<file path="src/rtl/tube_write_arbiter.sv">
// Shares the write-only 7-segment tube port between the CPU (req0) and a status source (req1).
// Each write is held for HOLD_CYCLES clocks. Define TUBE_ARB_SHADOW_EN to add shadow readback.
module tube_write_arbiter #(
    parameter int HOLD_CYCLES = 64,
    parameter int CNT_W       = 7
) (
    input  logic        clock,
    input  logic        reset,
    input  logic        disp_en,
    input  logic        req0_valid,
    input  logic [2:0]  req0_addr,
    input  logic [15:0] req0_data,
    output logic        req0_ready,
    input  logic        req1_valid,
    input  logic [2:0]  req1_addr,
    input  logic [15:0] req1_data,
    output logic        req1_ready,
    output logic        tube_we,
    output logic        tube_cs,
    output logic [2:0]  tube_addr,
    output logic [15:0] tube_data,
    output logic        busy,
    output logic        addr_err
`ifdef TUBE_ARB_SHADOW_EN
    ,
    input  logic [2:0]  rd_addr,
    output logic [15:0] rd_data
`endif
);

    typedef enum logic [1:0] {IDLE, HOLD, GAP} state_t;

    state_t           r_state;
    logic [CNT_W-1:0] r_count;
    logic             r_lastGrant;
    logic             r_req0Ready;
    logic             r_req1Ready;
    logic             r_tubeWe;
    logic             r_tubeCs;
    logic [2:0]       r_tubeAddr;
    logic [15:0]      r_tubeData;
    logic             r_busy;
    logic             r_addrErr;

    logic             w_pick1;
    logic [2:0]       w_addr;
    logic [15:0]      w_data;
    logic             w_legal;
    logic             w_grant;

    // On a tie, the requester that did not win last time gets the port.
    assign w_pick1 = req1_valid & (~req0_valid | ~r_lastGrant);
    assign w_addr  = w_pick1 ? req1_addr : req0_addr;
    assign w_data  = w_pick1 ? req1_data : req0_data;
    assign w_legal = (w_addr == 3'd0) | (w_addr == 3'd2) | (w_addr == 3'd4);
    assign w_grant = (r_state == IDLE) & r_tubeCs & (req0_valid | req1_valid);

    always_ff @(posedge clock or posedge reset) begin
        if (reset) begin
            r_state     <= IDLE;
            r_count     <= '0;
            r_lastGrant <= 1'b1;
            r_req0Ready <= 1'b0;
            r_req1Ready <= 1'b0;
            r_tubeWe    <= 1'b0;
            r_tubeCs    <= 1'b0;
            r_tubeAddr  <= '0;
            r_tubeData  <= '0;
            r_busy      <= 1'b0;
            r_addrErr   <= 1'b0;
        end else begin
            r_tubeCs    <= disp_en;
            r_req0Ready <= 1'b0;
            r_req1Ready <= 1'b0;
            r_addrErr   <= 1'b0;
            case (r_state)
                IDLE: begin
                    if (w_grant) begin
                        r_req0Ready <= ~w_pick1;
                        r_req1Ready <= w_pick1;
                        r_lastGrant <= w_pick1;
                        // Illegal addresses are acknowledged but never reach the tube.
                        if (w_legal) begin
                            r_tubeAddr <= w_addr;
                            r_tubeData <= w_data;
                            r_tubeWe   <= 1'b1;
                            r_busy     <= 1'b1;
                            r_count    <= CNT_W'(HOLD_CYCLES - 1);
                            r_state    <= HOLD;
                        end else begin
                            r_addrErr <= 1'b1;
                        end
                    end
                end
                HOLD: begin
                    if (r_count == '0) begin
                        r_tubeWe <= 1'b0;
                        r_state  <= GAP;
                    end else begin
                        r_count <= r_count - CNT_W'(1);
                    end
                end
                GAP: begin
                    r_busy  <= 1'b0;
                    r_state <= IDLE;
                end
                default: r_state <= IDLE;
            endcase
        end
    end

    assign req0_ready = r_req0Ready;
    assign req1_ready = r_req1Ready;
    assign tube_we    = r_tubeWe;
    assign tube_cs    = r_tubeCs;
    assign tube_addr  = r_tubeAddr;
    assign tube_data  = r_tubeData;
    assign busy       = r_busy;
    assign addr_err   = r_addrErr;

`ifdef TUBE_ARB_SHADOW_EN
    logic [15:0] r_shadowLow;
    logic [15:0] r_shadowHigh;
    logic [15:0] r_shadowSpecial;

    // The tube cannot be read, so every legal write is mirrored here for the CPU.
    always_ff @(posedge clock or posedge reset) begin
        if (reset) begin
            r_shadowLow     <= '0;
            r_shadowHigh    <= '0;
            r_shadowSpecial <= '0;
        end else if (w_grant && w_legal) begin
            case (w_addr)
                3'd0:    r_shadowLow     <= w_data;
                3'd2:    r_shadowHigh    <= w_data;
                default: r_shadowSpecial <= w_data;
            endcase
        end
    end

    always_comb begin
        rd_data = '0;
        case (rd_addr)
            3'd0:    rd_data = r_shadowLow;
            3'd2:    rd_data = r_shadowHigh;
            3'd4:    rd_data = r_shadowSpecial;
            default: rd_data = '0;
        endcase
    end
`endif

endmodule

</file>
<file path="config.mk">
export PLATFORM = sky130hd
export DESIGN_NAME = tube_write_arbiter
export DESIGN_NICKNAME = d
export VERILOG_FILES = /design/src/rtl/tube_write_arbiter.sv
export SDC_FILE = /design/constraint.sdc
export NUM_CORES = 1
export LEC_CHECK = 0
export CAP_MARGIN = 20
export CORE_MARGIN = 2
export CORE_UTILIZATION = 30
export CTS_CLUSTER_SIZE = 16
export DETAILED_ROUTE_END_ITERATION = 12
export PLACE_DENSITY = 0.62
export SLEW_MARGIN = 20
export SYNTH_ARGS = -nofsm -noshare
export SYNTH_HDL_FRONTEND = slang
export SYNTH_SLANG_ARGS = --single-unit
</file>
<file path="constraint.sdc">
create_clock -name clock -period 3.58 [get_ports clock]
set_input_delay 0.358 -clock clock [delete_from_list [all_inputs] [get_ports clock]]
set_output_delay 0.358 -clock clock [all_outputs]
set_load 0.05 [all_outputs]
</file>
==> results.txt, run 1 <==
Clk pin slew, worst setup/hold paths -> 0.07 ns
Setup-failing EPs final -> 0
critical-path maximum fanout -> 26
number of remaining DRC errors -> 0
Final Hold Viols -> 0
critical setup path kind -> input port to flop
critical path buffer and inverter count -> 2
fraction of the yosys area taken by sequential cells -> 53.55%
detailed router's first-iteration violation count -> 153
CTS resizes -> 0
warning count from the yosys run -> 0
Std-Cell Rows -> 26
area of the core -> 0.005172 mm^2
fraction of the cycle the final worst path needs -> 63.26%
global placement routability congestion -> 0.8466
footprint of the multi-input gates -> 709.4 um^2
die outline height -> 77.89 um
hold crit path type -> input port to async pin
most used flip-flop cell after synthesis -> sky130_fd_sc_hd__dfrtp_1
count of hold-fix buffers inserted at cts -> 0
Clock Root Buffer -> sky130_fd_sc_hd__clkbuf_8
standard cell area after detailed placement -> 0.002390 mm^2
number of vias per cell after detailed routing -> 4.825
routed wire length per instance -> 13.87 um
antenna diode instance count -> 0
first-pass GRT wire length -> 6748 um
worst hold slack -> 0.4847 ns
netlist area before placement -> 0.001638 mm^2
Lkg Pwr -> 1.045 nW
pin count of the biggest net entering global routing -> 27
fin nets -> 271
Synth cell types -> 37
count of vias placed by the detailed router -> 1433
clock network latency to the later pin of the worst-skew pair -> 0.28 ns
Longest Clk Path Bufs -> 2
Congestion Overflow GR -> 0
Rel. slew slack -> 44.66%
required time at the worst-slack endpoint -> 3.70 ns
unrepaired setup endpoints after global routing -> false
global-route usage over all layers -> 13.99%
Cell Count, Final, Fillers Out -> 297
via count of the first global-routing pass -> 1426
clock buffer count from CTS -> 5
Clock Skews -> 0.007333 ns
nature of the critical path endpoint -> flop
Max IR drop VDD -> 171.3 uV
Cells after Synth -> 157
worst slew pin tran -> 0.8302 ns
Post-Syn Area per Cell -> 10.43 um^2
Largest stage delay, worst path -> 0.68 ns
total negative setup slack -> 0 ns
clk sink count -> 35
dominant delay contributor by cell family on the critical path -> buffers and inverters
number of antenna violations at the first check in global routing -> 0
placed cell count -> 289
CTS tree -> built
CP cell instances -> clkdlybuf4s50_1 -> a21boi_2 -> mux2i_1 -> buf_4 -> or2_1 -> o21ai_0
Reg area -> 877.1 um^2
Slowest cell on crit path -> sky130_fd_sc_hd__or2_1
fraction of final layout cells with drive strength greater than 1 -> 6.167%
FMAX -> 441.5 MHz
final non-filler cell area -> 0.002471 mm^2
#FFs+latches synth -> 35
area growth from synthesis to layout -> 50.88%
H-tree levels -> 2
number of fill cells in the layout -> 495
die extent in x -> 77.89 um
time the final worst path needs with I/O delays and setup -> 2.265 ns
HPWL reported at the end of detailed placement -> 2976 um
result of the run -> finished clean
number of max-slew violations in the final report -> 0
Pwr Density -> 303.0 mW/mm^2
number of max-cap violations -> 0
I/O pins -> 68
count of nets left with antenna violations after detail routing -> 0
starting density of the core -> 31.66%
Routed Wire Length -> 4118 um
Net Count, Synth -> 202
Critical Path Source Type -> input port
data arrival time at the worst-slack endpoint -> 2.38 ns
number of enable-type register cells in the synthesized netlist -> 0
fraction of synthesis flops using an asynchronous set or reset pin -> 100.0%
Port-buffer cells -> 67
total die area -> 0.006066 mm^2
post-CTS setup buffers -> 0
detailed-routing iteration count for the pre-antenna-repair pass -> 4
[through the flow]
stage,total power [mW],worst slack [ns],util [%]
final,0.7488,1.315,47.77
after global placement,0.4921,1.073,46.20
after floorplan,0.4349,1.905,-
after CTS,0.7591,1.297,47.77
after detailed placement,0.4929,0.9809,46.20
after global routing,0.7873,1.116,47.77
[cells in the final DEF, fill, tap and decap left out, types with 2 or more instances in the layout]
cell type | Yosys | final
sky130_fd_sc_hd__clkdlybuf4s50_1 | 0 | 67
sky130_fd_sc_hd__o21ai_0 | 37 | 37
sky130_fd_sc_hd__dfrtp_1 | 34 | 34
sky130_fd_sc_hd__mux2i_1 | 19 | 19
sky130_fd_sc_hd__nand2_1 | 10 | 10
sky130_fd_sc_hd__nor2_1 | 5 | 5
sky130_fd_sc_hd__clkbuf_8 | 0 | 5
sky130_fd_sc_hd__inv_1 | 4 | 4
sky130_fd_sc_hd__buf_4 | 0 | 4
sky130_fd_sc_hd__a21oi_1 | 3 | 3
sky130_fd_sc_hd__nor2b_1 | 3 | 3
sky130_fd_sc_hd__o21ai_1 | 3 | 3
sky130_fd_sc_hd__o211ai_1 | 2 | 2
sky130_fd_sc_hd__nor4_1 | 2 | 2
sky130_fd_sc_hd__a211oi_1 | 2 | 2
sky130_fd_sc_hd__nand3_1 | 2 | 2
sky130_fd_sc_hd__ha_1 | 2 | 2
sky130_fd_sc_hd__clkbuf_1 | 6 | 2
[final timing paths]
path / start / end / slack [ns] / cells past startpoint
hold / removal: reset / req1_ready / 0.48 / 2
setup / recovery: req1_valid / tube_data[14] / 1.32 / 6
hold reg to reg: tube_addr[0] / tube_addr[0] / 0.50 / 1
setup reg to reg: r_lastGrant / tube_data[14] / 1.51 / 5
max in group asynchronous: reset / r_lastGrant / 2.35 / 3
min in group clock: tube_addr[0] / tube_addr[0] / 0.50 / 1
[cells in the mapped netlist, types with 2 or more instances]
cell type	count	area, um^2
sky130_fd_sc_hd__a21oi_1	3	15.01
sky130_fd_sc_hd__dfrtp_1	34	850.8
sky130_fd_sc_hd__ha_1	2	25.02
sky130_fd_sc_hd__inv_1	4	15.01
sky130_fd_sc_hd__nand3_1	2	10.01
sky130_fd_sc_hd__o21ai_0	37	185.2
sky130_fd_sc_hd__nor2b_1	3	18.77
sky130_fd_sc_hd__a211oi_1	2	15.01
sky130_fd_sc_hd__nor2_1	5	18.77
sky130_fd_sc_hd__nand2_1	10	37.54
sky130_fd_sc_hd__o211ai_1	2	15.01
sky130_fd_sc_hd__clkbuf_1	6	22.52
sky130_fd_sc_hd__buf_2	2	10.01
sky130_fd_sc_hd__mux2i_1	19	190.2
sky130_fd_sc_hd__o21ai_1	3	15.01
sky130_fd_sc_hd__nor4_1	2	12.51
[routing by layer]
layer | up-vias | track usage, % | wire, um
li1 | 700 | - | -
met4 | 0 | 5.357 | 52
met1 | 684 | 18.55 | 1926
met2 | 44 | 21.90 | 1919
met3 | 5 | 3.488 | 219
met5 | - | 0 | 0
[state kept, by name (all words and copies together) (netlist names)]
| signal | cells |
|---|---|
| req0_ready | 1 |
| tube_we | 1 |
| req1_ready | 1 |
| r_state | 2 |
| tube_addr | 3 |
| r_count | 7 |
| tube_data | 16 |
| busy | 1 |
| tube_cs | 1 |
| addr_err | 1 |
| r_lastGrant | 1 |
[power by group]
group	switching [mW]	internal [mW]
registers	0.000411	0.396
logic	0.0331	0.0544
clock network	0.128	0.136
[logic make-up after synthesis]
group	share of synthesized area, %
buffers and inverters	3.132
muxes	11.61
AOI/OAI and AO/OA	18.72
xor gates and xnor gates	1.070
and+or+nand+nor	10.39
DFF	53.55
adders and majority gates	1.528
[worst register-to-register path, cell delays in order, from the launching register on]
cell and delay (ns):
sky130_fd_sc_hd__dfstp_2 0.54, sky130_fd_sc_hd__a21boi_2 0.07, sky130_fd_sc_hd__mux2i_1 0.14, sky130_fd_sc_hd__buf_4 0.24, sky130_fd_sc_hd__or2_1 0.68, sky130_fd_sc_hd__o21ai_0 0.22
[cell type report]
class,instances,share of cell area (%)
timing repair buffer,71,28.35
clock buffer,7,3.089
multi-input combinational,109,28.71
inverter,4,0.6076
clock inverter,1,0.2025
tap,70,3.544
sequential,35,35.49
(Power assumes the default switching activity.)
==> run 2, diff against run 1 <==
PLACE_DENSITY = 0.64   (was 0.62)
clock period = 1.9 ns   (was 3.58 ns; I/O delays follow)
==> results.txt, run 2 (synthesis results as in run 1) <==
max FFs per register -> 16 (unchanged)
global placement routability congestion -> 0.8513 (+0.56%)
fin nets -> 274 (+1.1%)
area of the core -> 0.005172 mm^2 (unchanged)
Critical Path Source Type -> flop
Clock Root Buffer -> sky130_fd_sc_hd__clkbuf_8
Lkg Pwr -> 1.077 nW (+3.0%)
hold crit path type -> input port to async pin
H-tree levels -> 2 (unchanged)
Setup-failing EPs final -> 0 (unchanged)
clock buffer count from CTS -> 5 (unchanged)
worst slew pin tran -> 0.5288 ns (-0.3013 ns)
most common library cell in the layout ignoring fill and taps -> sky130_fd_sc_hd__clkdlybuf4s50_1
Slowest cell on crit path -> sky130_fd_sc_hd__or4_4
global-route usage over all layers -> 14.64% (+0.65 points)
Port-buffer cells -> 67 (unchanged)
Worst setup startpoint -> r_count[3]
first-pass GRT wire length -> 6906 um (+2.3%)
data arrival time at the worst-slack endpoint -> 1.92 ns (-0.46 ns)
critical setup path kind -> flop to flop
number of antenna violations at the first check in global routing -> 0 (unchanged)
die outline height -> 77.89 um (unchanged)
fraction of final layout cells with drive strength greater than 1 -> 8.696% (+2.5 points)
Final Hold Viols -> 0 (unchanged)
unrepaired setup endpoints after global routing -> false
Pwr Density -> 627.1 mW/mm^2 (+110%)
Largest stage delay, worst path -> 0.59 ns (-0.09 ns)
clk sink count -> 35 (unchanged)
Longest Clk Path Bufs -> 2 (unchanged)
detailed router's first-iteration violation count -> 59 (-61%)
Clock Skews -> 0.006340 ns (-0.0009928 ns)
count of vias placed by the detailed router -> 1441 (+0.56%)
critical-path maximum fanout -> 5 (-81%)
Finished Core Util -> 49.13% (+1.4 points)
overall power -> 1.594 mW (+110%)
nature of the critical path endpoint -> flop
Std-Cell Rows -> 26 (unchanged)
Routed Wire Length -> 4174 um (+1.4%)
worst setup slack after placement -> 0.07638 ns (-0.9045 ns)
total die area -> 0.006066 mm^2 (unchanged)
commonest cells after routing, fill and taps aside -> 67 x sky130_fd_sc_hd__clkdlybuf4s50_1, 37 x sky130_fd_sc_hd__o21ai_0, 34 x sky130_fd_sc_hd__dfrtp_1
pin count of the biggest net entering global routing -> 25 (-7.4%)
R2R Path Start -> r_count[3]
clock network latency to the later pin of the worst-skew pair -> 0.29 ns (about the same)
total negative setup slack -> 0 ns (unchanged)
crit path setup slack, layout -> 0.1515 ns (-1.164 ns)
post-CTS setup buffers -> 0 (unchanged)
count of nets left with antenna violations after detail routing -> 0 (unchanged)
worst hold slack -> 0.2461 ns (-0.2386 ns)
cells on worst reg2reg path -> 4 (-1)
dominant delay contributor by cell family on the critical path -> simple AND/OR/NAND/NOR gates
HPWL reported at the end of detailed placement -> 3019 um (+1.5%)
Max IR drop VDD -> 229.2 uV (+34%)
detailed-routing iteration count for the pre-antenna-repair pass -> 4 (unchanged)
Rel. slew slack -> 64.64% (+20 points)
critical path buffer and inverter count -> 0 (-2)
Cell Count, Final, Fillers Out -> 300 (+1.0%)
number of fill cells in the layout -> 486 (-1.8%)
required time at the worst-slack endpoint -> 2.07 ns (-1.63 ns)
I/O pins -> 68 (unchanged)
routed wire length per instance -> 13.91 um (+0.35%)
FMAX -> 571.9 MHz
number of max-cap violations -> 0 (unchanged)
number of vias per cell after detailed routing -> 4.803 (-0.45%)
antenna diode instance count -> 0 (unchanged)
standard cell area after detailed placement -> 0.002429 mm^2 (+1.6%)
CTS resizes -> 0 (unchanged)
result of the run -> finished clean
number of cells on the critical path -> 4 (-2)
time the final worst path needs with I/O delays and setup -> 1.748 ns
starting density of the core -> 31.66% (unchanged)
fraction of the cycle the final worst path needs -> 92.02%
final non-filler cell area -> 0.002541 mm^2 (+2.8%)
Congestion Overflow GR -> 0 (unchanged)
number of max-slew violations in the final report -> 0 (unchanged)
CP cell instances -> or4_4 -> o21ai_2 -> nor4_1 -> or3_1
CTS tree -> built
area growth from synthesis to layout -> 55.16%
number of remaining DRC errors -> 0 (unchanged)
count of hold-fix buffers inserted at cts -> 0 (unchanged)
Clk pin slew, worst setup/hold paths -> 0.08 ns (about the same)
via count of the first global-routing pass -> 1428 (+0.14%)
placed cell count -> 292 (+1.0%)
die extent in x -> 77.89 um (unchanged)
run 2: per-layer routing:
| layer | track usage [%] | vias up | wire length [um] |
|---|---|---|---|
| met5 | 0 | - | 0 |
| met4 | 5.893 | 0 | 71 |
| met3 | 4.535 | 7 | 310 |
| met2 | 23.45 | 49 | 1974 |
| met1 | 18.30 | 682 | 1817 |
| li1 | - | 703 | - |
run 2: area by class of cell:
type | count | area (um^2) | area share [%]
Timing Repair Buffer | 74 | 735.7 | 28.95
Tap cell | 70 | 87.58 | 3.447
Clock buffer | 5 | 68.82 | 2.708
Clock inverter | 3 | 43.79 | 1.723
Sequential cell | 35 | 877.1 | 34.51
Inverter | 4 | 15.01 | 0.5908
Multi-Input combinational cell | 109 | 713.2 | 28.06
run 2: final timing paths:
| check | to | slack [ns] |
|---|---|---|
| worst max-delay path | r_count[5] | 0.15 |
| worst min-delay path | tube_we | 0.25 |
| worst max register to register | r_count[5] | 0.15 |
| worst min register to register | tube_addr[0] | 0.50 |
| max in group asynchronous | r_count[2] | 1.14 |
| min in group clock | tube_cs | 0.34 |
run 2: power breakdown:
group          leakage (nW)  internal (mW)  switching (mW)
Sequential            0.447          0.745        0.000464
Clock                0.0581          0.391           0.285
Combinational         0.572          0.108          0.0639
Total                  1.08           1.24           0.349
==> run 3, diff against run 2 <==
SKIP_CTS_REPAIR_TIMING = 1   (was default)
==> results of run 3 <==
Same layout as run 2: the final DEF is identical, and so are final timing and power.
